### config.mk
export PLATFORM = sky130hd
export DESIGN_NAME = dsp_stream_reader
export DESIGN_NICKNAME = d
export VERILOG_FILES = /design/src/rtl/dsp_stream_reader.sv
export SDC_FILE = /design/constraint.sdc
export NUM_CORES = 1
export LEC_CHECK = 0
export CAP_MARGIN = 10
export CORE_ASPECT_RATIO = 1.25
export CORE_MARGIN = 5
export CORE_UTILIZATION = 40
export CTS_BUF_LIST = sky130_fd_sc_hd__clkbuf_4
export CTS_CLUSTER_DIAMETER = 60
export CTS_CLUSTER_SIZE = 30
export DETAILED_ROUTE_END_ITERATION = 7
export GPL_TIMING_DRIVEN = 0
export PLACE_DENSITY = 0.72
export SLEW_MARGIN = 20
export SYNTH_ARGS = -nofsm -noshare
export SYNTH_HDL_FRONTEND = slang
export SYNTH_SLANG_ARGS = --single-unit
### constraint.sdc
create_clock -name clk -period 3.4 [get_ports clk]
set_input_delay 0.51 -clock clk [delete_from_list [all_inputs] [get_ports clk]]
set_output_delay 0.51 -clock clk [all_outputs]
set_load 0.05 [all_outputs]
### src/rtl/dsp_stream_reader.sv
// Streams the CPU display window out as printable characters over a
// valid/ready byte interface, one FETCH per memory byte.
module dsp_stream_reader #(
    parameter logic [7:0] FIRST_ADDR     = 8'h80,
    parameter logic [7:0] LAST_ADDR      = 8'hFF,
    parameter int         BYTES_PER_LINE = 8,
    parameter bit         HEX_MODE       = 1'b0,
    parameter logic [7:0] NEWLINE_CHAR   = 8'h0A
) (
    input  logic       clk,
    input  logic       rst,
    input  logic       start,
    output logic [7:0] rd_addr,
    input  logic [7:0] rd_data,
    output logic [7:0] out_data,
    output logic       out_valid,
    input  logic       out_ready,
    output logic       busy,
    output logic       done
);

    localparam int CW = (BYTES_PER_LINE > 1) ? $clog2(BYTES_PER_LINE) : 1;
    localparam logic [CW-1:0] COL_LAST = CW'(BYTES_PER_LINE - 1);

    localparam logic [2:0] S_IDLE  = 3'd0;
    localparam logic [2:0] S_FETCH = 3'd1;
    localparam logic [2:0] S_CH0   = 3'd2;
    localparam logic [2:0] S_CH1   = 3'd3;
    localparam logic [2:0] S_SEP   = 3'd4;
    localparam logic [2:0] S_NL    = 3'd5;
    localparam logic [2:0] S_FIN   = 3'd6;

    logic [2:0]    state_q, state_d;
    logic [7:0]    ptr_q, ptr_d;
    logic [7:0]    byte_q, byte_d;
    logic [CW-1:0] col_q, col_d;
    logic          accept;

    function automatic logic [7:0] hex_char(input logic [3:0] nib);
        if (nib < 4'd10) hex_char = 8'h30 + {4'h0, nib};
        else             hex_char = 8'h37 + {4'h0, nib};
    endfunction

    // Output side depends only on registered state, never on out_ready.
    always_comb begin
        out_valid = 1'b0;
        out_data  = 8'h00;
        case (state_q)
            S_CH0: begin
                out_valid = 1'b1;
                if (HEX_MODE)
                    out_data = hex_char(byte_q[7:4]);
                else if (byte_q >= 8'h20 && byte_q <= 8'h7E)
                    out_data = byte_q;
                else
                    out_data = 8'h2E;
            end
            S_CH1: begin
                out_valid = 1'b1;
                out_data  = hex_char(byte_q[3:0]);
            end
            S_SEP: begin
                out_valid = 1'b1;
                out_data  = 8'h20;
            end
            S_NL: begin
                out_valid = 1'b1;
                out_data  = NEWLINE_CHAR;
            end
            default: ;
        endcase
    end

    assign accept  = out_valid & out_ready;
    assign busy    = (state_q != S_IDLE);
    assign done    = (state_q == S_FIN);
    assign rd_addr = ptr_q;

    always_comb begin
        state_d = state_q;
        ptr_d   = ptr_q;
        col_d   = col_q;
        byte_d  = byte_q;
        case (state_q)
            S_IDLE: begin
                if (start) begin
                    state_d = S_FETCH;
                    ptr_d   = FIRST_ADDR;
                    col_d   = '0;
                end
            end
            S_FETCH: begin
                byte_d  = rd_data;
                state_d = S_CH0;
            end
            S_CH0: begin
                if (accept) state_d = HEX_MODE ? S_CH1 : S_SEP;
            end
            S_CH1: begin
                if (accept) state_d = S_SEP;
            end
            S_SEP: begin
                if (accept) begin
                    if (col_q == COL_LAST) begin
                        col_d   = '0;
                        state_d = S_NL;
                    end else if (ptr_q == LAST_ADDR) begin
                        state_d = S_NL;
                    end else begin
                        col_d   = col_q + CW'(1);
                        ptr_d   = ptr_q + 8'd1;
                        state_d = S_FETCH;
                    end
                end
            end
            // Compare before increment so LAST_ADDR=0xFF never wraps.
            S_NL: begin
                if (accept) begin
                    if (ptr_q == LAST_ADDR) begin
                        state_d = S_FIN;
                    end else begin
                        ptr_d   = ptr_q + 8'd1;
                        state_d = S_FETCH;
                    end
                end
            end
            S_FIN:   state_d = S_IDLE;
            default: state_d = S_IDLE;
        endcase
    end

    always_ff @(posedge clk) begin
        if (rst) begin
            state_q <= S_IDLE;
            ptr_q   <= FIRST_ADDR;
            col_q   <= '0;
            byte_q  <= 8'h00;
        end else begin
            state_q <= state_d;
            ptr_q   <= ptr_d;
            col_q   <= col_d;
            byte_q  <= byte_d;
        end
    end

endmodule

# Word-level counts from Yosys, hierarchy flattened
# Index checks and enable logic that the tools add are counted.
dict set report totals {
  register_bits 22
  input_bits 12
  out_inout_bits 19
  elab_cells 59
}
dict set report classes {
  n_addsub 4
  n_lt_le_gt_ge 3
  n_eq_ne 14
  muxes 23
  bitwise 1
  reduce_logical 10
}
# op n
set ops {}
lappend ops {{8-bit 2-to-1 mux} 6}
lappend ops {{3-bit 2-to-1 mux} 11}
lappend ops {{8-bit one-hot mux with 4 select lines} 1}
lappend ops {{8-bit one-hot mux with 3 select lines} 1}
lappend ops {{3-bit one-hot mux with 5 select lines} 1}
lappend ops {{6-bit by 4-bit adder with 7-bit output (first input constant)} 2}
lappend ops {{3-bit equality test (second input constant)} 4}
lappend ops {{8-bit by 1-bit adder with 8-bit output (second input constant)} 1}
lappend ops {{8-bit equality test (second input constant)} 1}
lappend ops {{8-bit by 6-bit greater-or-equal comparator with 1-bit output (second input constant)} 1}
lappend ops {{8-bit by 7-bit <= comparator with 1-bit output (second input constant)} 1}
lappend ops {{2-bit != test (second input constant)} 4}
lappend ops {{4-bit AND reduction} 2}
lappend ops {{7-bit 2-to-1 mux} 1}
lappend ops {{3-bit by 2-bit equality test with 1-bit output (second input constant)} 2}
lappend ops {{3-bit one-hot mux with 2 select lines} 1}
lappend ops {{3-bit nonzero test} 2}
lappend ops {{5-bit AND reduction} 1}
lappend ops {{4-bit < comparator (second input constant)} 1}
lappend ops {{4-bit OR reduction} 1}
lappend ops {{3-bit by 1-bit adder with 3-bit output (second input constant)} 1}
lappend ops {{3-bit by 1-bit equality test with 1-bit output (second input constant)} 1}
lappend ops {{3-bit logical NOT} 1}
lappend ops {{3-bit != test (second input constant)} 1}
lappend ops {{other kinds (6)} 6}

# Logic depth before layout (Yosys ltp)
dict set report depth {
  ltp_word 6
  mapped_depth 6
  ltp_nobuf 6
}

# Worst setup path after synthesis
# Ideal clock, no wire load.
dict set report synth_path {
  kind {flip-flop to output port}
  start {reg state_q[0]}
  end {out out_data[5]}
  arrival_time_ns 1.922
  required_time_ns 2.890
  slack_ns 0.968
  path_stages_with_launch 5
  path_buffers 2
  cell_sequence {dfxtp_1 buf_2 clkbuf_1 o31ai_1 o21ai_0}
}
dict set report synth_between {
  elab_chain_cells 2
  word_cells_on_any_way 5
  cone_classes {eq/ne: 4; mux: 1}
}
# element line
set synth_lines {}
lappend synth_lines {{from (decl)} 33} ;# logic [2:0] state_q, state_d;
lappend synth_lines {{from (signal assigned)} 139} ;# state_q <= state_d;
lappend synth_lines {{3-bit equality test / 3-bit by 2-bit equality test with 1-bit output (equally long branches)} 48} ;# case (state_q)
lappend synth_lines {{8-bit one-hot mux with 4 select lines *} 48}
lappend synth_lines {{to (decl)} 15} ;# output logic [7:0] out_data,
# Every way passes the cells marked *; elsewhere a longest branch is shown, timed or not.

# Final worst setup path
dict set report layout_path {
  start {reg byte_q[1]}
  end {out out_data[6]}
}
dict set report layout_between {
  elab_chain_cells 4
  word_cells_on_any_way 9
  cone_classes {add/sub: 2; order compare: 3; mux: 3; reduce/logical: 1}
}
# element line
set layout_lines {}
lappend layout_lines {{from (decl)} 35} ;# logic [7:0] byte_q, byte_d;
lappend layout_lines {{from (signal assigned)} 142} ;# byte_q <= byte_d;
lappend layout_lines {{8-bit by 6-bit greater-or-equal comparator with 1-bit output / 8-bit by 7-bit <= comparator with 1-bit output (equally long branches)} 53} ;# else if (byte_q >= 8'h20 && byte_q <= 8'h7E)
lappend layout_lines {{1-bit logical AND} 53}
lappend layout_lines {{8-bit 2-to-1 mux} 53}
lappend layout_lines {{8-bit one-hot mux with 4 select lines *} 48}
# Marked as above.

==> metrics.md <==
| Metric | Value |
|---|---|
| Wire length on met3 | 187 um |
| Total global-route track usage | 0.153 |
| Crit path arrival time | 2.55 ns |
| Wire length on met1 | 1620 um |
| Routed wire length on met2 | 1830 um |
| Number of CTS-inserted buffers | 3 |
| Initial Util | 0.410 |
| Root Driver | clkbuf_4 |
| DRT Pass-1 Iters | 4 |
| Finished Cell Area | 1790 um2 |
| Via count | 1451 |
| Register area share after synthesis | 0.309 |
| Crit share post-route | 0.901 |
| Clock sink count | 22 |
| Max VDD drop | about 220 uV |
| Maxcap violations | 0 |
| Slew HR | 0.535 |
| Layout cells sized above 1 | 0.0798 |
| PwrDens | between 300 and 400 nW/um2 |
| Req. time, crit path | 2.89 ns |
| Die Y-Extent | 76.8 um |
| Number of synthesized flops with an enable pin | 0 |
| Area Overhead vs Synth | 25.3% |
| Antenna Nets Post-Route | 0 |
| Endpoints failing hold | 0 |
| Routability congestion estimate | roughly 0.90 |
| Port bufs | 29 |
| Final #Nets | 232 |
| First-pass GRT wire length | between 6000 and 7000 um |
| Vias per inst | 5.76 |
| Clk slew on worst S/H paths | 0.13 ns |
| Synth Flop Type | dfxtp_1 |
| Type of destination of the critical path | output pin |
| Largest cells by area after synthesis | dfxtp_1 31%, mux2i_1 6.3%, a21oi_1 5.6% |
| Drt wl/cell | 14.6 um |
| Endpoints failing setup | 0 |
| Clk_lat worst skew | 0.31 ns |
| Initial antenna violation count | 0 |
| Mapped Area | 1430 um2 |
| Worst-path maximum fanout | 7 |
| Syn Nets | 198 |
| Slew Viols, Final | 0 |
| Asr flop ratio synth | 0 |
| DP Wirelength | 2780 um |
| Slack of the critical path | 0.338 ns |
| Period minus WS final | roughly 3.1 ns |
| Total setup buffers inserted after CTS | 0 |
| Final WL | 3680 um |
| Antenna Cells | 0 |
| Overflow left after global routing | 0 |
| Bufs on Longest Clock Path | 2 |
| Synthesized instance count | 181 |
| Max Clock Freq | around 330 MHz |
| Least-Margin Pin Slew | 0.693 ns |
| CTS tree | yes |
| Setup TNS | 0 ns |
| Cell taking the most area after synthesis | dfxtp_1 |
| H-tree depth | 1 |
| Worst hold path type | reg2reg |
| Syn_area_per_cell | 7.89 um2 |
| Kind of critical path | reg2out |
| Synth warnings | 0 |
| Worst Clk Skew | approximately 0.0088 ns |
| Drc violations | 0 |
| DP Area | 1770 um2 |
| Core ar. | about 3500 um2 |
| Chip width | 63.4 um |
| Initial DRC count | 100 |
| Vias in the first global route | 1354 |
| Post-CTS sizing | 0 |
| CP max stage cell | clkdlybuf4s50_1 |
| Area of the die | just under 5000 um2 |
| Setup WS pre-CTS | 0.730 ns |
| Largest net degree at the start of global routing | 12 |
| Yosys cell types | 49 |
| Critical path, cell by cell | inv_1 -> ha_1 -> nor2b_1 -> o21ai_0 -> or2_2 -> a21oi_1 -> clkdlybuf4s50_1 |
| Status | completed |
| FF+latch count, synth | 22 |
| CTS Hold Bufs | 0 |
| Unrepaired setup endpoints after global routing | no |
| CP peak stage delay | between 0.8 and 0.9 ns |
| FP Rows | 24 |
| Share of the synthesized area in the top cell type | 0.309 |
| Leak | 0.604 nW |
| CP startpoint kind | flip-flop |
| Uppermost layer routed | met4 |
| IO Count | 31 |
kinds of logic after synthesis:
logic type / synth area share
other: 0.00263
buffers and inverters: 0.0526
AOI/OAI and AO/OA: 0.233
and+or+nand+nor: 0.288
muxes: 0.0710
DFF: 0.308
adders and majority gates: 0.0438
power breakdown:
part	switching [mW]	total [mW]	internal (mW)
Clock	0.0824	0.124	0.0415
Sequential	0.00790	0.274	0.266
Combinational	0.0901	0.146	0.0555
Total	0.180	0.544	0.363
registers in the layout, summed over array words and instances, names as in the netlist:
name	cells
byte_q	8
rd_addr	8
col_q	3
state_q	3
cells in the mapped netlist, drive strengths merged, types with 3 or more instances:
cell type  number
dfxtp          22
nor2           17
a21oi          16
o21ai          13
nand2          11
mux2i           9
nand3           9
inv             8
a31oi           5
buf             5
clkbuf          5
ha              5
nand2b          5
and3            4
nand4           4
nor2b           4
nor3            4
o31ai           3
or3             3
area by class of cell:
type                    count  area, um2
well taps                  39       48.8
plain buffers              10       45.0
repair buffers             29        290
clock buffers               3       22.5
flip-flops and latches     22        440
inverters                   8       30.0
multi-input cells         141        912
fillers                   353       1690
through the flow:
| stage | cells | hold slack [ns] | utilization | total power [mW] |
|---|---|---|---|---|
| 6_report | 252 | 0.492 | 0.514 | 0.544 |
| 5_1_grt | 252 | 0.515 | 0.514 | 0.569 |
| 4_1_cts | 252 | 0.494 | 0.514 | 0.547 |
| 3_5_place_dp | 249 | 0.476 | 0.507 | 0.425 |
| 3_3_place_gp | 249 | 0.466 | 0.507 | 0.423 |
| 2_1_floorplan | 181 | 0.453 | - | 0.377 |
path summary, 6_finish.rpt:
kind / startpoint / endpoint / slack, ns / cells after the start
max: byte_q[1]$_SDFFE_PP0N_ / out_data[6] / 0.34 / 7
min: col_q[1]$_SDFFE_PP0P_ / col_q[1]$_SDFFE_PP0P_ / 0.49 / 2
max reg2reg: rd_addr[0]$_SDFFE_PP0P_ / col_q[2]$_SDFFE_PP0P_ / 1.39 / 5
min reg2reg: col_q[1]$_SDFFE_PP0P_ / col_q[1]$_SDFFE_PP0P_ / 0.49 / 2
per-layer routing:
layer / up-vias / GRT usage
li1: 738 / -
met1: 673 / 0.184
met2: 35 / 0.267
met3: 5 / 0.0278
met4: 0 / 0.0499
met5: - / 0
cell usage in the layout (no fill, tap or decap), types with 4 or more instances in the layout:
master / netlist / layout
clkbuf_1: 5 / 5
nor3_1: 4 / 4
dfxtp_1: 22 / 22
mux2i_1: 9 / 9
nand4_1: 4 / 4
inv_1: 7 / 7
nand3_1: 8 / 8
o21ai_0: 13 / 13
a31oi_1: 5 / 5
nor2_1: 16 / 16
nand2b_1: 4 / 4
nor2b_1: 4 / 4
clkdlybuf4s50_1: 0 / 29
and3_1: 4 / 4
ha_1: 5 / 5
a21oi_1: 16 / 16
nand2_1: 11 / 11
critical path, delay by kind of cell (launching register included):
family                   cells  cell delay, ns
AO/OA/AOI/OAI                2            0.24
AND/OR/NAND/NOR              2            0.41
buffers and inverters        2            0.94
flip-flops                   1            0.44
adder cells (fa/ha/maj)      1            0.21
Power figures use the tool's default switching activity.
==> edit (same flow settings) <==
Set the parameter `HEX_MODE` to 1'b1 (it was 1'b0).
--- a/src/rtl/dsp_stream_reader.sv
+++ b/src/rtl/dsp_stream_reader.sv
@@ -6,3 +6,3 @@
     parameter int         BYTES_PER_LINE = 8,
-    parameter bit         HEX_MODE       = 1'b0,
+    parameter bit         HEX_MODE       = 1'b1,
     parameter logic [7:0] NEWLINE_CHAR   = 8'h0A
Function: changed (a bounded check fails within 4 cycles, from zero or initial values and one cycle with rst high).
==> edit against the unedited design <==
Power grew 18%. Setup slack lost 0.14 ns. Wire length shrank 8.3%. First-iteration DRC count shrank 42%. Sequential cell count is the same. Global-route usage shrank 0.63 points. Via count shrank 5.0%. Final area shrank 0.63%. Synthesized area shrank 2.2%. Critical endpoint is now out_data[3].
==> edit: results (changes against the unedited design) <==
- Number of cells on the worst reg-to-reg path: 6 (was 5)
- Highest net fanout along the worst path: 10 (was 7)
- Worst-case hold slack: 0.487 ns (was 0.492 ns)
- Synthesis Warnings: 0 (unchanged)
- Met1 track demand over resource in global routing: 17.1% (was 18.4%)
- CP Data Arrival Time: 2.70 ns (was 2.55 ns)
- Net switching power: 194 uW (was 180 uW)
- Top post-synthesis cells by count: sky130_fd_sc_hd__dfxtp_1 (22), sky130_fd_sc_hd__nor2_1 (21), sky130_fd_sc_hd__a21oi_1 (15) (was sky130_fd_sc_hd__dfxtp_1 (22), sky130_fd_sc_hd__a21oi_1 (16), sky130_fd_sc_hd__nor2_1 (16))
- Fraction of layout instances using a drive strength above 1: 6.10% (was 7.98%)
- Worst-case clock skew: 0.00431 ns (was 0.00876 ns)
- Maximum vdd drop: 248 uV (was 217 uV)
- Final routed wire length divided by cell count: 13.4 um (was 14.6 um)
- Run status: completed (unchanged)
- Met3 track utilization from global routing: 3.10% (was 2.78%)
- Nets: 231 (was 232)
- Clk_lat worst skew: 0.32 ns
- Routability cong.: 0.815 (was 0.905)
- Sequential area share after synthesis: 31.5% (was 30.9%)
- Met2 Resource Use GR: 25.4% (was 26.7%)
- Worst rel slew slack: 61.0% (was 53.5%)
- Register-to-register setup slack: 1.45 ns (was 1.39 ns)
- First-pass GRT wire length: 5.86 mm (was 6.21 mm)
- Worst reg2reg path endpoint: rd_addr[2] (was col_q[2])
- Number of buffer cells added on primary ports: 28 (was 29)
- Vias in the first global route: 1337 (was 1354)
- Number of distinct standard cells referenced by the synthesized netlist: 44 (was 49)
- Maximum number of pins on one net before global-route repair: 14 (was 12)
- H-Tree Depth: 1 (unchanged)
- Via density per instance: 5.47 (was 5.76)
- Leading post-synthesis cells by cell area: sky130_fd_sc_hd__dfxtp_1 (32%), sky130_fd_sc_hd__mux2i_1 (5.7%), sky130_fd_sc_hd__nor2_1 (5.6%) (was sky130_fd_sc_hd__dfxtp_1 (31%), sky130_fd_sc_hd__mux2i_1 (6.3%), sky130_fd_sc_hd__a21oi_1 (5.6%))
- Max Root-Sink Buffers: 2 (unchanged)
- Total Routing Usage GR: 14.6% (was 15.3%)
- Half-perimeter wire length of the detailed placement result: 2.58 mm (was 2.78 mm)
- First DRT Iteration DRCs: 58 (was 100)
-- edit: cell count changes after synthesis, sizes merged, moves of 3 or more --
cell    before  now
nand2b       5   10
a211oi       1    5
nor2        17   21
and3         4    1
nand4        4    1
o311ai       0    3
o31ai        3    0
-- edit: power by group through the flow --
stage               Sequential [uW]  Clock (uW)  Combinational [uW]
floorplan                       281           0                 111
global placement                283           0                 156
finish                          277         207                 157
CTS                             277         213                 157
detailed placement              283           0                 157
global route                    279         224                 171
-- edit: area by class of cell --
type,count,area [sq um]
clock inverter,1,30.0
inverter,7,26.3
sequential,22,440
buffer,12,58.8
timing repair buffer,28,280
clock buffer,3,22.5
fill,357,1650
multi-input combinational,140,871
tap,39,48.8
-- edit: stage by stage --
| step | setup slack (ns) | std cells | area, sq um |
|---|---|---|---|
| CTS | 0.179 | 252 | 1780 |
| global route | 0.0470 | 252 | 1780 |
| detailed placement | 0.572 | 248 | 1730 |
| global placement | 0.566 | 248 | 1730 |
| floorplan | 0.692 | 181 | 1400 |
| finish | 0.193 | 252 | 1780 |
-- edit: worst max-delay path by stage --
stage,cells after the start,slack (ns),endpoint,startpoint
floorplan,5,0.69,out_data[1],state_q[2]
global placement,7,0.57,out_data[3],state_q[2]
detailed placement,7,0.57,out_data[3],state_q[2]
CTS,7,0.18,out_data[3],state_q[2]
global route,7,0.05,out_data[3],state_q[2]
finish,7,0.19,out_data[3],state_q[2]
-- edit: cells by family (layout without fill, tap and decap cells) --
| logic type | count (synthesis) | after routing | share of synthesized area [%] |
|---|---|---|---|
| and+or+nand+nor | 76 | 76 | 29.3 |
| muxes | 8 | 8 | 5.73 |
| buffers and inverters | 19 | 51 | 6.09 |
| DFF | 22 | 22 | 31.5 |
| xor gates and xnor gates | 3 | 3 | 1.88 |
| adders and majority gates | 5 | 5 | 4.48 |
| other | 1 | 1 | 0.269 |
| AOI/OAI and AO/OA | 47 | 47 | 20.7 |
-- edit: routing by layer --
metal / vias up / routed length (um)
met5: - / 0
met4: 0 / 55
met3: 5 / 143
li1: 720 / -
met2: 25 / 1620
met1: 628 / 1560
-- edit: worst register-to-register path, cell delays in order (launching register included) --
cell	delay, ns
sky130_fd_sc_hd__dfxtp_1	0.43
sky130_fd_sc_hd__ha_1	0.23
sky130_fd_sc_hd__nand4_1	0.14
sky130_fd_sc_hd__nor2_1	0.22
sky130_fd_sc_hd__clkbuf_1	0.37
sky130_fd_sc_hd__a21oi_1	0.21
sky130_fd_sc_hd__o311ai_1	0.27
